===== config.mk =====
export PLATFORM = sky130hd
export DESIGN_NAME = dmem_store_buffer
export DESIGN_NICKNAME = d
export VERILOG_FILES = /design/src/rtl/dmem_store_buffer.sv
export SDC_FILE = /design/constraint.sdc
export NUM_CORES = 1
export LEC_CHECK = 0
export BUFFER_PORTS_ARGS = -buffer_cell sky130_fd_sc_hd__buf_2
export CAP_MARGIN = 5
export CORE_UTILIZATION = 53
export DETAILED_ROUTE_END_ITERATION = 10
export GPL_ROUTABILITY_DRIVEN = 0
export PLACE_DENSITY = 0.74
export SYNTH_ARGS = -nofsm -noshare
export SYNTH_HDL_FRONTEND = slang
export SYNTH_SLANG_ARGS = --single-unit

===== constraint.sdc =====
create_clock -name clk -period 5 [get_ports clk]
set_input_delay 0.75 -clock clk [delete_from_list [all_inputs] [get_ports clk]]
set_output_delay 0.75 -clock clk [all_outputs]
set_load 0.05 [all_outputs]

===== src/rtl/dmem_store_buffer.sv =====
// -----------------------------------------------------------------------------
// dmem_store_buffer
//   Posted-store buffer between the MEM stage and a single-port, byte-addressed
//   data memory. Stores (sb/sh/sw) are queued in a DEPTH-entry FIFO and drained
//   in order, one per cycle, whenever the memory port is not taken by a load.
//   A load that overlaps any pending store is stalled; the stall never blocks
//   the drain, so the overlapping entry always leaves and the load proceeds.
//
//   Optional feature macro: STORE_FWD_EN
//     defined   : a load whose youngest overlapping entry has the same address
//                 and size is served from the buffer (fwd_valid/fwd_data) and
//                 is not stalled; any other overlap still stalls.
//     undefined : fwd_valid = 0 and fwd_data = 0; every overlap stalls.
//
// Ports
//   clk, rst_n                 clock, asynchronous active-low reset
//   st_valid/st_funct3/st_addr/st_data -> st_ready   store request handshake
//   ld_valid/ld_funct3/ld_addr -> ld_stall           load in MEM stage
//   drain_req -> fence_busy                          fence: block stores until empty
//   empty, count                                     buffer occupancy
//   mem_we/mem_funct3/mem_addr/mem_wdata             memory port drive
//   fwd_valid/fwd_data                               forwarded load data
// -----------------------------------------------------------------------------
module dmem_store_buffer #(
  parameter int DEPTH  = 4,
  parameter int ADDR_W = 10,
  parameter int DATA_W = 32
) (
  input  logic                   clk,
  input  logic                   rst_n,
  input  logic                   st_valid,
  input  logic [2:0]             st_funct3,
  input  logic [ADDR_W-1:0]      st_addr,
  input  logic [DATA_W-1:0]      st_data,
  output logic                   st_ready,
  input  logic                   ld_valid,
  input  logic [2:0]             ld_funct3,
  input  logic [ADDR_W-1:0]      ld_addr,
  output logic                   ld_stall,
  input  logic                   drain_req,
  output logic                   fence_busy,
  output logic                   empty,
  output logic [$clog2(DEPTH):0] count,
  output logic                   mem_we,
  output logic [2:0]             mem_funct3,
  output logic [ADDR_W-1:0]      mem_addr,
  output logic [DATA_W-1:0]      mem_wdata,
  output logic                   fwd_valid,
  output logic [DATA_W-1:0]      fwd_data
);

  localparam int PTR_W = $clog2(DEPTH);
  localparam int CNT_W = PTR_W + 1;
  localparam int RNG_W = ADDR_W + 2;   // room for addr+3 without wrap-around

  typedef enum logic [1:0] {
    ST_IDLE   = 2'd0,
    ST_ACTIVE = 2'd1,
    ST_FENCE  = 2'd2
  } sb_state_e;

  sb_state_e         state_r, state_next_s;

  logic              ent_valid_r  [DEPTH];
  logic [2:0]        ent_funct3_r [DEPTH];
  logic [ADDR_W-1:0] ent_addr_r   [DEPTH];
  logic [DATA_W-1:0] ent_data_r   [DEPTH];
  logic [PTR_W-1:0]  wr_ptr_r, rd_ptr_r;
  logic [CNT_W-1:0]  count_r, count_next_s;

  logic              full_s, empty_s, st_size_ok_s, push_s, pop_s;
  logic              stall_s, load_owns_s;
  logic [DEPTH-1:0]  hit_s;

  // Last byte covered by an access: addr + size - 1, widened so it never wraps.
  function automatic logic [RNG_W-1:0] range_last(input logic [ADDR_W-1:0] a,
                                                  input logic [2:0]        f3);
    logic [RNG_W-1:0] span;
    case (f3[1:0])
      2'b00:   span = {RNG_W{1'b0}};
      2'b01:   span = {{(RNG_W-2){1'b0}}, 2'd1};
      default: span = {{(RNG_W-2){1'b0}}, 2'd3};
    endcase
    return {2'b00, a} + span;
  endfunction

  function automatic logic ranges_overlap(input logic [ADDR_W-1:0] a,
                                          input logic [2:0]        af3,
                                          input logic [ADDR_W-1:0] b,
                                          input logic [2:0]        bf3);
    return ({2'b00, a} <= range_last(b, bf3)) && ({2'b00, b} <= range_last(a, af3));
  endfunction

  assign full_s       = (count_r == CNT_W'(DEPTH));
  assign empty_s      = (count_r == {CNT_W{1'b0}});
  assign st_size_ok_s = (st_funct3 == 3'b000) || (st_funct3 == 3'b001) || (st_funct3 == 3'b010);
  // Readiness deliberately ignores a same-cycle pop: a full buffer is never ready.
  assign st_ready     = !full_s && (state_r != ST_FENCE);
  // Unsupported sizes complete the handshake but are dropped here.
  assign push_s       = st_valid && st_ready && st_size_ok_s;
  assign empty        = empty_s;
  assign count        = count_r;
  assign fence_busy   = drain_req && !empty_s;

  // Per-entry overlap of the current load against every pending store.
  always_comb begin
    hit_s = {DEPTH{1'b0}};
    for (int i = 0; i < DEPTH; i++) begin
      hit_s[i] = ld_valid && ent_valid_r[i] &&
                 ranges_overlap(ent_addr_r[i], ent_funct3_r[i], ld_addr, ld_funct3);
    end
  end

`ifdef STORE_FWD_EN
  logic              fwd_hit_s;
  logic [DATA_W-1:0] fwd_raw_s;

  function automatic logic [PTR_W-1:0] age_index(input logic [PTR_W-1:0] base, input int k);
    return base + PTR_W'(k);
  endfunction

  function automatic logic [DATA_W-1:0] extend_load(input logic [DATA_W-1:0] d,
                                                    input logic [2:0]        f3);
    case (f3)
      3'b000:  return {{(DATA_W-8){d[7]}}, d[7:0]};
      3'b001:  return {{(DATA_W-16){d[15]}}, d[15:0]};
      3'b100:  return {{(DATA_W-8){1'b0}}, d[7:0]};
      3'b101:  return {{(DATA_W-16){1'b0}}, d[15:0]};
      default: return d;
    endcase
  endfunction

  // Walk oldest to youngest so the last overlap seen decides forwarding.
  always_comb begin
    fwd_hit_s = 1'b0;
    fwd_raw_s = {DATA_W{1'b0}};
    for (int k = 0; k < DEPTH; k++) begin
      if (hit_s[age_index(rd_ptr_r, k)]) begin
        fwd_hit_s = (ent_addr_r[age_index(rd_ptr_r, k)] == ld_addr) &&
                    (ent_funct3_r[age_index(rd_ptr_r, k)][1:0] == ld_funct3[1:0]);
        fwd_raw_s = ent_data_r[age_index(rd_ptr_r, k)];
      end else begin
        fwd_hit_s = fwd_hit_s;
        fwd_raw_s = fwd_raw_s;
      end
    end
  end

  assign stall_s   = (|hit_s) && !fwd_hit_s;
  assign fwd_valid = fwd_hit_s;
  assign fwd_data  = fwd_hit_s ? extend_load(fwd_raw_s, ld_funct3) : {DATA_W{1'b0}};
`else
  assign stall_s   = |hit_s;
  assign fwd_valid = 1'b0;
  assign fwd_data  = {DATA_W{1'b0}};
`endif

  assign ld_stall    = stall_s;
  assign load_owns_s = ld_valid && !stall_s;

  // Memory port mux: an unstalled load wins, otherwise the FIFO head drains.
  always_comb begin
    mem_we     = 1'b0;
    mem_funct3 = ld_funct3;
    mem_addr   = ld_addr;
    mem_wdata  = ent_data_r[rd_ptr_r];
    pop_s      = 1'b0;
    if (load_owns_s) begin
      mem_we = 1'b0;
    end else if (!empty_s) begin
      mem_we     = 1'b1;
      mem_funct3 = ent_funct3_r[rd_ptr_r];
      mem_addr   = ent_addr_r[rd_ptr_r];
      pop_s      = 1'b1;
    end else begin
      mem_we = 1'b0;
    end
  end

  assign count_next_s = count_r + {{(CNT_W-1){1'b0}}, push_s} - {{(CNT_W-1){1'b0}}, pop_s};

  // Next-state logic; reaching zero occupancy always returns to IDLE.
  always_comb begin
    state_next_s = state_r;
    if (count_next_s == {CNT_W{1'b0}}) begin
      state_next_s = ST_IDLE;
    end else if (drain_req && !empty_s) begin
      state_next_s = ST_FENCE;
    end else begin
      case (state_r)
        ST_IDLE:   state_next_s = ST_ACTIVE;
        ST_ACTIVE: state_next_s = ST_ACTIVE;
        ST_FENCE:  state_next_s = ST_FENCE;
        default:   state_next_s = ST_IDLE;
      endcase
    end
  end

  // State register.
  always_ff @(posedge clk or negedge rst_n) begin
    if (!rst_n) begin
      state_r <= ST_IDLE;
    end else begin
      state_r <= state_next_s;
    end
  end

  // FIFO storage, pointers and occupancy.
  always_ff @(posedge clk or negedge rst_n) begin
    if (!rst_n) begin
      wr_ptr_r <= {PTR_W{1'b0}};
      rd_ptr_r <= {PTR_W{1'b0}};
      count_r  <= {CNT_W{1'b0}};
      for (int i = 0; i < DEPTH; i++) begin
        ent_valid_r[i]  <= 1'b0;
        ent_funct3_r[i] <= 3'b000;
        ent_addr_r[i]   <= {ADDR_W{1'b0}};
        ent_data_r[i]   <= {DATA_W{1'b0}};
      end
    end else begin
      if (pop_s) begin
        ent_valid_r[rd_ptr_r] <= 1'b0;
        rd_ptr_r              <= rd_ptr_r + {{(PTR_W-1){1'b0}}, 1'b1};
      end
      if (push_s) begin
        ent_valid_r[wr_ptr_r]  <= 1'b1;
        ent_funct3_r[wr_ptr_r] <= st_funct3;
        ent_addr_r[wr_ptr_r]   <= st_addr;
        ent_data_r[wr_ptr_r]   <= st_data;
        wr_ptr_r               <= wr_ptr_r + {{(PTR_W-1){1'b0}}, 1'b1};
      end
      count_r <= count_next_s;
    end
  end

endmodule


# Word level (Yosys, flattened, before mapping)
# Index checks and enable logic that the tools add are counted.
[classes] addsub=9 n_mul=0 div_mod_pow=0 order_cmp=12 eq_ne=11 shifts=0 n_mux=38 n_bitwise=5 n_reduce_logical=35
[ops] operator="$bwmux W128" n=1
[ops] operator="$le A10 B12 Y1" n=8
[ops] operator="$mux W32" n=3
[ops] operator="$bmux W32 S2" n=1
[ops] operator="$demux W32 S2" n=1
[ops] operator="$add A10 B12 Y12" n=5
[ops] operator="$mux W10" n=5
[ops] operator="$bwmux W40" n=1
[ops] operator="$pmux W2 S2" n=6
[ops] operator="$bmux W10 S2" n=1
[ops] operator="$demux W10 S2" n=1
[ops] operator="$logic_and A1 B1 Y1" n=19
[ops] operator="$mux W3" n=5
[ops] operator="$bwmux W12" n=1
[ops] operator="$eq A2 B1 Y1 const B" n=6
[ops] operator="$logic_not A2 Y1" n=6
[ops] operator="$logic_not A3 Y1" n=3
[ops] operator="$mux W4" n=2
[ops] operator="$bmux W3 S2" n=1
[ops] operator="$demux W3 S2" n=1
[ops] operator="$ge A3 B3 Y1 const B" n=2
[ops] operator="$lt A3 B1 Y1 const B" n=2
[ops] operator="$not A2 Y3" n=2
[ops] operator="$add A2 B1 Y2 const B" n=2
[ops] operator="other kinds (17)" n=25
[totals] ff_bits=193 latchBits=0 mem_bits_rw=0 rom_bits=0 input_bits=63 out_inout_bits=86 memories=0

# Depth between registers and ports, before layout
[depth] ltp_word=13 depth_mapped=23

# Worst setup path after synthesis
# Ideal clock, no wire load.
[synth_path] kind="input to output" start="in ld_funct3[1]" end="out mem_addr[0]" arrival_time_ns=4.775 setup_slack_ns=-0.525 stages=17 path_cell_list="or2_2 -> ha_1 -> inv_1 -> fa_1 -> nor2b_1 -> nand2_1 -> or2_2 -> xor2_1 -> ha_1 -> a211o_1 -> nor4_1 -> o221ai_1 -> a32oi_1 -> a211oi_2 -> a31oi_4 -> buf_12 -> mux2i_1"
[synth_between] elab_chain_len=10 elab_cells_between_ends=20 cone_classes="add/sub (1); order compare (4); eq/ne (1); mux (2); reduce/logical (12)"
[synth_lines] item="start: declaration" line="37" text="input logic [2:0] ld_funct3,"
[synth_lines] item="$eq A2 B1 Y1 / $logic_not A2 Y1 (equally long branches)" line="79" text="case (f3[1:0])"
[synth_lines] item="$pmux W2 S2 *" line="79"
[synth_lines] item="$add A10 B12 Y12 *" line="84" text="return {2'b00, a} + span;"
[synth_lines] item="$le A10 B12 Y1" line="91" text="return ({2'b00, a} <= range_last(b, bf3)) && ({2'b00, b} <= range_last(a, af3));"
[synth_lines] item="$logic_and A1 B1 Y1" line="91"
[synth_lines] item="$logic_and A1 B1 Y1" line="109" text="hit_s[i] = ld_valid && ent_valid_r[i] &&"
[synth_lines] item="$reduce_or A4 Y1 *" line="153" text="assign stall_s = |hit_s;"
[synth_lines] item="$logic_not A1 Y1 *" line="159" text="assign load_owns_s = ld_valid && !stall_s;"
[synth_lines] item="$logic_and A1 B1 Y1 *" line="159"
[synth_lines] item="$mux W10 *" line="168" text="if (load_owns_s) begin"
[synth_lines] item="end: declaration" line="46" text="output logic [ADDR_W-1:0] mem_addr,"
# Every way passes the cells marked *; elsewhere a longest branch is shown, timed or not.

# Final worst setup path
[layout_path] start="in ld_funct3[1]" end="out mem_addr[4]"
# The elaborated chain is that of the path after synthesis.

==> results.toml <==
[floorplanning]
die-area_mm2 = 0.0227
core_area_mm2 = 0.0218
rows = 54
ioPinCount = 149
die-width_um = 151
die_h_um = 151
initial_core_util_pct = 53.9

[detailed_routing]
wl_met2_mm = 13.9
drc_errors = 0
wl_met3_mm = 1.47
first_pass_iters = 5
drtIter0Drc = 436
wl_per_cell_um = 20.9
ant_nets = 0
routed_via_density = 5.89
top_layer = "met5"
num_vias = 8035
drt-met1-wl_mm = 12.4
totalWireLength_mm = 28.5

[timing]
hold_ws_ns = 0.433
tightest_slew_ns = 0.934
clock_skew_ns = 0.0165
setup_violations = 13
rsz0062_at_grt = "yes"
relSlewSlack_pct = 37.2
fmax_ghz = 0.196
setup_ws_ns = -0.109
min_period_ns = 5.11
hold_viol = 0
slew_viol_final = 0
fin_crit_sh_pct = 102
tns_ns = -1.02

[finish]
final_util_pct = 63.5
syn2layout_area_growth_pct = 17.7
nNetsFinal = 1238
fin_area_mm2 = 0.0138
layout-drive-gt1-share_pct = 44.3
layout.cells.non_filler = 1365

[placement]
placedCellCount = 1324
dpl_cell_area_mm2 = 0.0128
dp.final_hpwl_mm = 20.6
preCtsSetupSlack_ns = -0.248
io_buffer_count = 115

[clock_network]
clock_sinks = 193
h-tree-depth = 4
hold_buffers = 0
cts_buffers = 17
cts_tree = "built"
clockRootBuffer = "clkbuf_16"
cts.path.max_buffers = 2
path_clk_slew_ns = 0.08
clock_latency_ns = 0.43

[setup_path]
worstPathRequired_ns = 4.25
path_max_fanout = 9
critPathLaunchType = "input pin"
path_class = "in -> out"
end_kind = "output pin"
cp.arrival_ns = 4.36

[status]
violations = "negative setup slack"
status = "finished with violations"

[global_route]
first_global_vias = 8414
antenna_found_initial = 2
grt_pass1_wl_mm = 45.7
grt_max_degree = 111
grt_usage_pct = 26.7
grt-ovfl-total = 0

[synthesis]
ys_seq_area_share_pct = 41.2
synth_edf_count = 0
synthFlopType = "dfrtp_1"
synth_area_per_cell_um2 = 12.7
syn_area_mm2 = 0.0117
ys_warn_count = 0
synth.distinct_cells = 62
synth-async-reset-ratio_pct = 100
synth_cells = 924
synth_seq_cells = 193

[power_and_ir_drop]
power.leakage_nw = 6.43
power.total_mw = 10.4
p_per_area_mw_per_mm2 = 756
vdd_drop_max_uv = 523

[flow_run]
maxCapViolCount = 0

[hold_path]
min-delay-path-class = "in -> async"
metal layers:
layer | track usage, % | vias up
li1 | - | 3637
met5 | 0 | -
met2 | 44.6 | 252
met4 | 8.80 | 4
met3 | 5.45 | 47
met1 | 34.9 | 4095
final cells by class:
type / instances / area [um2]
antenna: 1 / 2.50
fill: 1649 / 7940
multi-input combinational: 658 / 6770
tap: 280 / 350
inverter: 38 / 143
clock buffer: 20 / 457
timing repair buffer: 163 / 1100
sequential: 193 / 4830
clock inverter: 12 / 164
state kept, by name (all words and copies together) (netlist names):
register,count
count,3
ent_addr_r,40
ent_data_r,128
ent_funct3_r,12
ent_valid_r,4
rd_ptr_r,2
state_r,2
wr_ptr_r,2
Yosys cell counts (4+ instances only):
master,instances,area (um2)
o221ai_1,5,43.8
clkbuf_1,27,101
xnor2_1,21,184
a211oi_1,7,52.6
mux4_2,45,1010
and2_1,4,25.0
dfrtp_1,193,4830
or2_2,7,43.8
mux2_2,184,2070
a21o_1,4,30.0
xor2_1,23,201
nor2b_1,12,75.1
a21oi_1,21,105
nand3_1,18,90.1
nor2_1,18,67.6
o211ai_1,7,52.6
inv_1,38,143
and3_1,4,25.0
a211o_1,4,35.0
fa_1,6,120
ha_1,98,1230
nand2_1,42,158
nor3_1,14,70.1
o21a_1,7,52.6
o21ai_0,12,60.1
buf_2,5,25.0
nand4_1,15,93.8
buf_4,33,248
where the power goes:
| group | internal (mW) | total (mW) | leakage (nW) | switching [mW] |
|---|---|---|---|---|
| Combinational | 2.67 | 5.98 | 3.71 | 3.31 |
| Clock | 0.787 | 1.42 | 0.302 | 0.633 |
| Sequential | 2.29 | 3.04 | 2.42 | 0.751 |
worst max-delay path, stage by stage:
cell	delay [ns]
buf_6	0.07
or2_4	0.12
ha_4	0.13
inv_2	0.04
fa_2	0.36
nor2b_2	0.15
buf_4	0.12
nand4_1	0.15
xor2_2	0.21
ha_1	0.20
a211o_1	0.26
a21oi_1	0.25
nand4b_1	0.17
a211oi_2	0.32
a211oi_2	0.13
a31oi_4	0.23
buf_12	0.18
mux2_2	0.35
buf_6	0.15
worst paths after layout:
kind / startpoint / endpoint / slack [ns] / cells past startpoint
max in group asynchronous: rst_n / rd_ptr_r[0]$_DFFE_PN0P_ / 3.61 / 2
worst max register to register: ent_funct3_r[1]$_DFFE_PN0P_ / state_r[1]$_DFF_PN0_ / 0.18 / 22
worst max-delay path: ld_funct3[1] / mem_addr[4] / -0.11 / 19
worst min register to register: state_r[1]$_DFF_PN0_ / state_r[0]$_DFF_PN0_ / 0.46 / 1
worst min-delay path: rst_n / ent_data_r[71]$_DFFE_PN0P_ / 0.43 / 1
min in group clk: state_r[1]$_DFF_PN0_ / state_r[0]$_DFF_PN0_ / 0.46 / 1
layout by cell type (no fill, tap or decap), drive strengths merged, types with 4 or more instances in the layout:
master  instances
and3            4
o221ai          5
xnor2          21
conb           33
nor3           15
inv            44
o21a            7
nor2           18
mux2          187
fa              6
o211ai          8
xor2           23
mux4           45
and2            4
dfrtp         193
a31oi           4
a211oi          9
nor2b          12
nand2          42
o21ai          12
a211o           4
ha             98
clkbuf         21
buf           162
nand3          18
a21oi          22
or2             7
nand4          16
a21o            4
what timing repair did:
| action | CTS | global route |
|---|---|---|
| setup buffers | 7 | 1 |
| setup endpoints to repair | 13 | 17 |
| pin swaps | 3 | 4 |
| resized for setup | 45 | 20 |
cell families after synthesis:
group | count (synthesis) | share of synthesized area (%)
mux | 235 | 26.9
flops | 193 | 41.2
simple gates | 149 | 6.67
buf+inv | 105 | 4.61
fa+ha+maj | 104 | 11.5
compound gates | 92 | 5.63
xor+xnor | 45 | 3.48
other cells | 1 | 0.0320
Note: power is estimated with default switching activity, not from simulation.
